$ cat src/rtl/timer_pkg.sv
// Shared definitions for the countdown timer: state encoding and default widths.
package timer_pkg;

  localparam int TIMER_WIDTH_DEFAULT      = 16;
  localparam int TIMER_PRESCALE_W_DEFAULT = 8;

  typedef enum logic {
    IDLE = 1'b0,
    RUN  = 1'b1
  } timer_state_e;

endpackage : timer_pkg

$ cat src/rtl/tick_prescaler.sv
// Tick divider: pulses tick every (setting + 1) enabled cycles; the setting is captured on clear.
module tick_prescaler #(
  parameter int PRESCALE_W = timer_pkg::TIMER_PRESCALE_W_DEFAULT
) (
  input  logic                  clk,
  input  logic                  rst_async,
  input  logic                  clear,
  input  logic                  enable,
  input  logic [PRESCALE_W-1:0] prescale,
  output logic                  tick
);

  logic [PRESCALE_W-1:0] setting_q;
  logic [PRESCALE_W-1:0] div_q;

  assign tick = enable && (div_q == setting_q);

  // NOTE: sequential state is written with non-blocking assignments only, so every
  // flop samples the pre-edge values of its neighbours regardless of block ordering.
  always_ff @(posedge clk) begin
    if (rst_async) begin
      setting_q <= '0;
      div_q     <= '0;
    end else if (clear) begin
      setting_q <= prescale;
      div_q     <= '0;
    end else if (enable) begin
      div_q <= tick ? '0 : div_q + 1'b1;
    end
  end

endmodule : tick_prescaler

$ cat src/rtl/countdown_timer_16bit.sv
// Loadable down-counting timer with stop/start, one-shot or auto-reload, and a done pulse.
// Define COUNTDOWN_PRESCALE_EN to add the prescale port and tick_prescaler divider.
module countdown_timer_16bit
  import timer_pkg::*;
#(
  parameter int WIDTH = TIMER_WIDTH_DEFAULT
`ifdef COUNTDOWN_PRESCALE_EN
  ,
  parameter int PRESCALE_W = TIMER_PRESCALE_W_DEFAULT
`endif
) (
  input  logic                  clk,
  input  logic                  rst_async,
  input  logic                  load,
  input  logic [WIDTH-1:0]      load_value,
  input  logic                  start,
  input  logic                  stop,
  input  logic                  auto_reload,
`ifdef COUNTDOWN_PRESCALE_EN
  input  logic [PRESCALE_W-1:0] prescale,
`endif
  output logic [WIDTH-1:0]      count,
  output logic                  busy,
  output logic                  done
);

  timer_state_e     state_q, state_d;
  logic [WIDTH-1:0] count_q, count_d;
  logic [WIDTH-1:0] reload_q, reload_d;
  logic             done_q, done_d;
  logic [WIDTH-1:0] eff_count;
  logic             tick;

`ifdef COUNTDOWN_PRESCALE_EN
  logic div_clear;

  // Divider restarts on entry to RUN and whenever a running interval is reloaded.
  assign div_clear = ((state_q == IDLE) && (state_d == RUN)) ||
                     ((state_q == RUN) && !stop && load && (load_value != '0));

  tick_prescaler #(
    .PRESCALE_W (PRESCALE_W)
  ) u_tick_prescaler (
    .clk       (clk),
    .rst_async (rst_async),
    .clear     (div_clear),
    .enable    (state_q == RUN),
    .prescale  (prescale),
    .tick      (tick)
  );
`else
  assign tick = 1'b1;
`endif

  assign eff_count = load ? load_value : count_q;

  // NOTE: every variable driven here gets a default first; a path that leaves one
  // unassigned would otherwise infer a latch.
  always_comb begin
    state_d  = state_q;
    count_d  = count_q;
    reload_d = reload_q;
    done_d   = 1'b0;

    unique case (state_q)
      IDLE: begin
        if (!stop) begin
          if (load) begin
            count_d  = load_value;
            reload_d = load_value;
          end
          if (start) begin
            if (eff_count != '0) state_d = RUN;
            else                 done_d  = 1'b1;
          end
        end
      end

      RUN: begin
        if (stop) begin
          state_d = IDLE;
        end else if (load) begin
          count_d  = load_value;
          reload_d = load_value;
          if (load_value == '0) state_d = IDLE;
        end else if (tick) begin
          if (count_q == WIDTH'(1)) begin
            done_d = 1'b1;
            if (auto_reload) begin
              count_d = reload_q;
            end else begin
              count_d = '0;
              state_d = IDLE;
            end
          end else if (count_q != '0) begin
            count_d = count_q - 1'b1;
          end
        end
      end

      default: state_d = IDLE;
    endcase
  end

  always_ff @(posedge clk) begin
    if (rst_async) begin
      state_q  <= IDLE;
      count_q  <= '0;
      reload_q <= '0;
      done_q   <= 1'b0;
    end else begin
      state_q  <= state_d;
      count_q  <= count_d;
      reload_q <= reload_d;
      done_q   <= done_d;
    end
  end

  assign count = count_q;
  assign busy  = (state_q == RUN);
  assign done  = done_q;

endmodule : countdown_timer_16bit

$ cat config.mk
export PLATFORM = sky130hd
export DESIGN_NAME = countdown_timer_16bit
export DESIGN_NICKNAME = d
export VERILOG_FILES = /design/src/rtl/timer_pkg.sv /design/src/rtl/tick_prescaler.sv /design/src/rtl/countdown_timer_16bit.sv
export SDC_FILE = /design/constraint.sdc
export NUM_CORES = 1
export LEC_CHECK = 0
export CAP_MARGIN = 20
export CORE_ASPECT_RATIO = 1.5
export CORE_MARGIN = 3
export CORE_UTILIZATION = 25
export CTS_CLUSTER_SIZE = 10
export DETAILED_ROUTE_END_ITERATION = 12
export PLACE_DENSITY_LB_ADDON = 0.08
export SLEW_MARGIN = 20
export SYNTH_ARGS = -nofsm -noshare
export SYNTH_HDL_FRONTEND = slang
export SYNTH_SLANG_ARGS = --single-unit
$ cat constraint.sdc
create_clock -name clk -period 2.3 [get_ports clk]
set_input_delay 0.23 -clock clk [delete_from_list [all_inputs] [get_ports clk]]
set_output_delay 0.23 -clock clk [all_outputs]
set_load 0.03 [all_outputs]
== Word-level counts from Yosys, hierarchy flattened ==
Cells that the tools add are included.
Widths: inputs -> output; s select.

* Register bits: 34
* Input bits: 22
* Output and inout port bits: 18
* Logic and storage cells: 42

* Add/subtract/negate cells: 1
* Equal/unequal tests: 4
* Mux-type cells: 26
* Bitwise logic cells: 2
* Reduce and logical (&&, ||, !) cells: 5

{| class="wikitable"
|+ Operators with widths
! kind !! count
|-
| $mux 16 || 9
|-
| $pmux 16 s2 || 1
|-
| $reduce_bool 16->1 || 2
|-
| $eq 16x1->1 const B || 1
|-
| $logic_not 16->1 || 1
|-
| $sub 16x1->16 const B || 1
|-
| $mux 1 || 14
|-
| $ne 2x2->1 const B || 2
|-
| $ne 4x2->1 const B || 1
|-
| $pmux 1 s2 || 2
|-
| $reduce_and 3->1 || 1
|-
| $not 1->1 || 2
|-
| $reduce_and 2->1 || 1
|}

== Longest topological paths before layout ==
* Word-level depth: 6
* Depth in mapped cells: 8
* Gate-level depth less buffers: 7

== Least setup slack after synthesis ==
No wires, ideal clock.

* Path type: register to register
* Start: reg count_q[0], in the netlist count[0]
* End: reg count_q[13], in the netlist count[13]
* Setup time: 0.122 ns
* Arrival: 1.977 ns
* Data required time: 2.178 ns
* Slack: 0.201 ns
* Cell stages (with the launch flop): 8
* Buffers on the path: 1
* Period minus slack after synthesis: 2.099 ns
* Cells stage by stage: dfxtp_1 > ha_1 > nor4b_1 > nand4_2 > buf_6 > nand4_1 > a21oi_1 > a311o_1

* Cells in the longest elaborated chain, start to end: 6
* Elaborated cells between the ends (all ways): 10
* Those cells by class: add/sub (1); eq/ne (2); mux (5); reduce/logical (2)

{| class="wikitable"
|+ RTL lines
! item !! RTL line !! source
|-
| from (decl) || countdown_timer_16bit.sv:28 || <nowiki>logic [WIDTH-1:0] count_q, count_d;</nowiki>
|-
| from (signal assigned) || countdown_timer_16bit.sv:113 || <nowiki>count_q <= count_d;</nowiki>
|-
| $sub 16x1->16 || countdown_timer_16bit.sv:96 || <nowiki>count_d = count_q - 1'b1;</nowiki>
|-
| $mux 16 || countdown_timer_16bit.sv:95 || <nowiki>end else if (count_q != '0) begin</nowiki>
|-
| $mux 16 || countdown_timer_16bit.sv:87 || <nowiki>if (count_q == WIDTH'(1)) begin</nowiki>
|-
| $mux 16 || countdown_timer_16bit.sv:82 || <nowiki>end else if (load) begin</nowiki>
|-
| $mux 16 || countdown_timer_16bit.sv:80 || <nowiki>if (stop) begin</nowiki>
|-
| $pmux 16 s2 || countdown_timer_16bit.sv:65 || <nowiki>unique case (state_q)</nowiki>
|}

Several ways; a longest one is shown, not always the timed one. The select of a mux whose other input is x is not followed.
A chain may end at the register's enable or synchronous reset.

== Final worst setup path ==
* Start: reg count_q[0], in the netlist count[0]
* End: reg count_q[1], in the netlist count[1]

Same word-level chain as after synthesis.

==> flow_summary_export.csv <==
group,metric,value,unit
outcome,outcome,"complete, no violations",
worst_setup_path,crit_type,"flop to flop",
detailed_routing,route.detailed.drc,0,
clock_tree,insertion_delay,0.29,ns
worst_setup_path,crit_chain,"ha_1 > nor4b_1 > and4_1 > mux2_1 > nor2_1 > a221o_1",
detailed_routing,finalWirelength,8254,um
logic_synthesis,ys_ff_latch,34,
floorplanning,core,8158,um2
clock_tree,cts_root_buf,"clkbuf_16",
sta,tns,0,ns
sta,worst_pin_slew,0.5701,ns
final_layout,finalNetCount,349,
floorplanning,die_h,119.5,um
sta,hold_viol_final,0,
sta,clock_skew,0.005946,ns
floorplanning,start_util,26.30,%
global_routing,antenna_found_initial,0,
run,drv_cap,0,
clock_tree,numClockSinks,34,
worst_setup_path,cp_slowest_stage_delay,0.43,ns
sta,slew_violations,0,
global_routing,grt_pass1_vias,2308,
detailed_routing,drt_first_pass_iters,4,
place,dp_hpwl,6431,um
place,io_buffers,39,
worst_setup_path,end_kind,"flop",
power_and_ir_drop,power_density,638.0,nW/um2
logic_synthesis,synth_edf_count,0,
final_layout,final_core_util,35.38,%
global_routing,grt_pass1_wl,13150,um
floorplanning,die_w,81.65,um
logic_synthesis,yosysSeqAreaShare,31.72,%
final_layout,area_growth,34.52,%
sta,layout_min_cycle_time,2.076,ns
clock_tree,cts_hold_buffers,0,
logic_synthesis,yosysUniqueCellTypes,63,
logic_synthesis,yosysWarnings,0,
logic_synthesis,synth_area,2146,um2
clock_tree,clk_pin_slew_worst_paths,0.06,ns
final_layout,design_area,2887,um2
logic_synthesis,ys_async_sr_fraction,0,%
final_layout,final_cell_mix,"51 x nand2_1, 39 x clkdlybuf4s50_1, 34 x dfxtp_1",
logic_synthesis,synth.avg_cell_area,7.831,um2
sta,setup_viol,0,
sta,fmax,0.4817,GHz
worst_setup_path,required,2.53,ns
place,pre_cts_ws,0.1693,ns
detailed_routing,avgViaCountPerCell,5.358,
clock_tree,cts_setup_buffers,0,
sta,relSlewSlack,61.90,%
detailed_routing,vias,2304,
final_layout,drive_above_1_share,12.31,%
global_routing,grt_max_degree,22,
sta,final.setup.worst_slack,0.2241,ns
detailed_routing,drt_first_iter_violations,221,
min_path,hold_class,"flop to flop",
worst_setup_path,worstSetupStartpointType,"flop",
detailed_routing,routedWlPerCell,19.20,um
power_and_ir_drop,ir_worst_vdd,0.2989,mV
worst_setup_path,timing.critical_path.fanout_max,6,
clock_tree,cts_tree,"yes",
sta,rsz0062_at_grt,"no",
place,place_area,2754,um2
logic_synthesis,synth_fp_nets,298,
clock_tree,numCtsBuffers,5,
clock_tree,h-tree-depth,2,
clock_tree,cts_buffer_depth,2,
power_and_ir_drop,cellLeakagePower,1.043,nW
sta,min_period_over_period,90.26,%
floorplanning,pin_count,40,
final_layout,layout_commonest_cell,"nand2_1",
power_and_ir_drop,p_total,1.842,mW
logic_synthesis,yosys_most_used_dff,"dfxtp_1",
logic_synthesis,synthCells,274,
final_layout,antenna-diode-count,0,
worst_setup_path,arrival,2.31,ns
detailed_routing,ant_nets,0,
clock_tree,cts_resized,0,
global_routing,overflow,0,
global_routing,grt_usage,18.06,%
place,gp_congestion,0.9594,
floorplanning,dieArea,9754,um2
worst_setup_path,cp_slowest_cell,"and4_1",
floorplanning,rows,40,
[cell usage after synthesis, drive strengths merged (2+ instances only)]
master / n / area share, %
nand2: 52 / 9.2
dfxtp: 34 / 32
a21oi: 26 / 6.1
nand4: 15 / 5.0
clkbuf: 12 / 2.1
nor2: 12 / 2.1
nor4: 9 / 4.0
buf: 8 / 2.6
a221o: 7 / 3.3
and2: 7 / 2.0
inv: 7 / 1.2
nand3: 7 / 1.6
nor3: 7 / 1.9
and3: 6 / 2.2
o21ai: 5 / 1.3
a31oi: 4 / 1.2
a41oi: 4 / 1.6
xnor2: 4 / 1.6
nor2b: 3 / 0.87
a211o: 2 / 0.82
a211oi: 2 / 0.70
a221oi: 2 / 0.82
and4: 2 / 0.82
ha: 2 / 1.2
nand4b: 2 / 0.82
nor3b: 2 / 0.70
o22ai: 2 / 0.58
o31ai: 2 / 0.70
or3: 2 / 0.58
xor2: 2 / 0.82
[final timing paths]
check	start	to	slack, ns	cells after the start
setup reg to reg	count[0]	count[1]	0.22	6
hold / removal	reload_q[6]	reload_q[6]	0.46	2
setup / recovery	count[0]	count[1]	0.22	6
hold reg to reg	reload_q[6]	reload_q[6]	0.46	2
[routing by layer]
layer / vias up / GRT usage [%] / routed length [um]
met5: - / 0 / 0
met4: 0 / 7.484 / 256
met3: 14 / 3.480 / 422
met2: 80 / 28.88 / 4004
met1: 1081 / 23.31 / 3571
li1: 1129 / - / -
[final cells by class]
| cell class | count | area [um2] |
|---|---|---|
| Clock buffer | 7 | 132.6 |
| Fill cell | 883 | 5271 |
| Inverter | 7 | 26.28 |
| Multi-Input combinational cell | 213 | 1338 |
| Sequential cell | 34 | 680.7 |
| Tap cell | 105 | 131.4 |
| Timing Repair Buffer | 64 | 578.1 |
[critical path, delay by kind of cell, from the launching register on]
kind	cells	cell delay, ns
AO/OA/AOI/OAI	1	0.11
adder cells (fa/ha/maj)	1	0.25
flip-flops	1	0.40
multiplexers	1	0.35
AND/OR/NAND/NOR	3	0.90
[stage by stage]
stage	std cells	hold WS (ns)
floorplan	274	0.3660
global placement	423	0.4466
detailed placement	423	0.4488
CTS	430	0.4585
global route	430	0.4806
finish	430	0.4586
[registers in the layout, indices dropped and copies added (netlist names)]
signal,flops
busy,1
count,16
done,1
reload_q,16
[report_power, final]
part           internal (mW)  switching (mW)
Clock                  0.396           0.259
Combinational          0.221           0.305
Sequential             0.623          0.0381
[cells by family after synthesis]
kind of cell	share of synthesized area (%)
AND/OR/NAND/NOR	34.11
AO/OA/AOI/OAI	23.62
flip-flops	31.72
multiplexers	0.9912
buffers and inverters	5.947
adder cells (fa/ha/maj)	1.166
XOR/XNOR	2.449
Power figures use the tool's default switching activity.
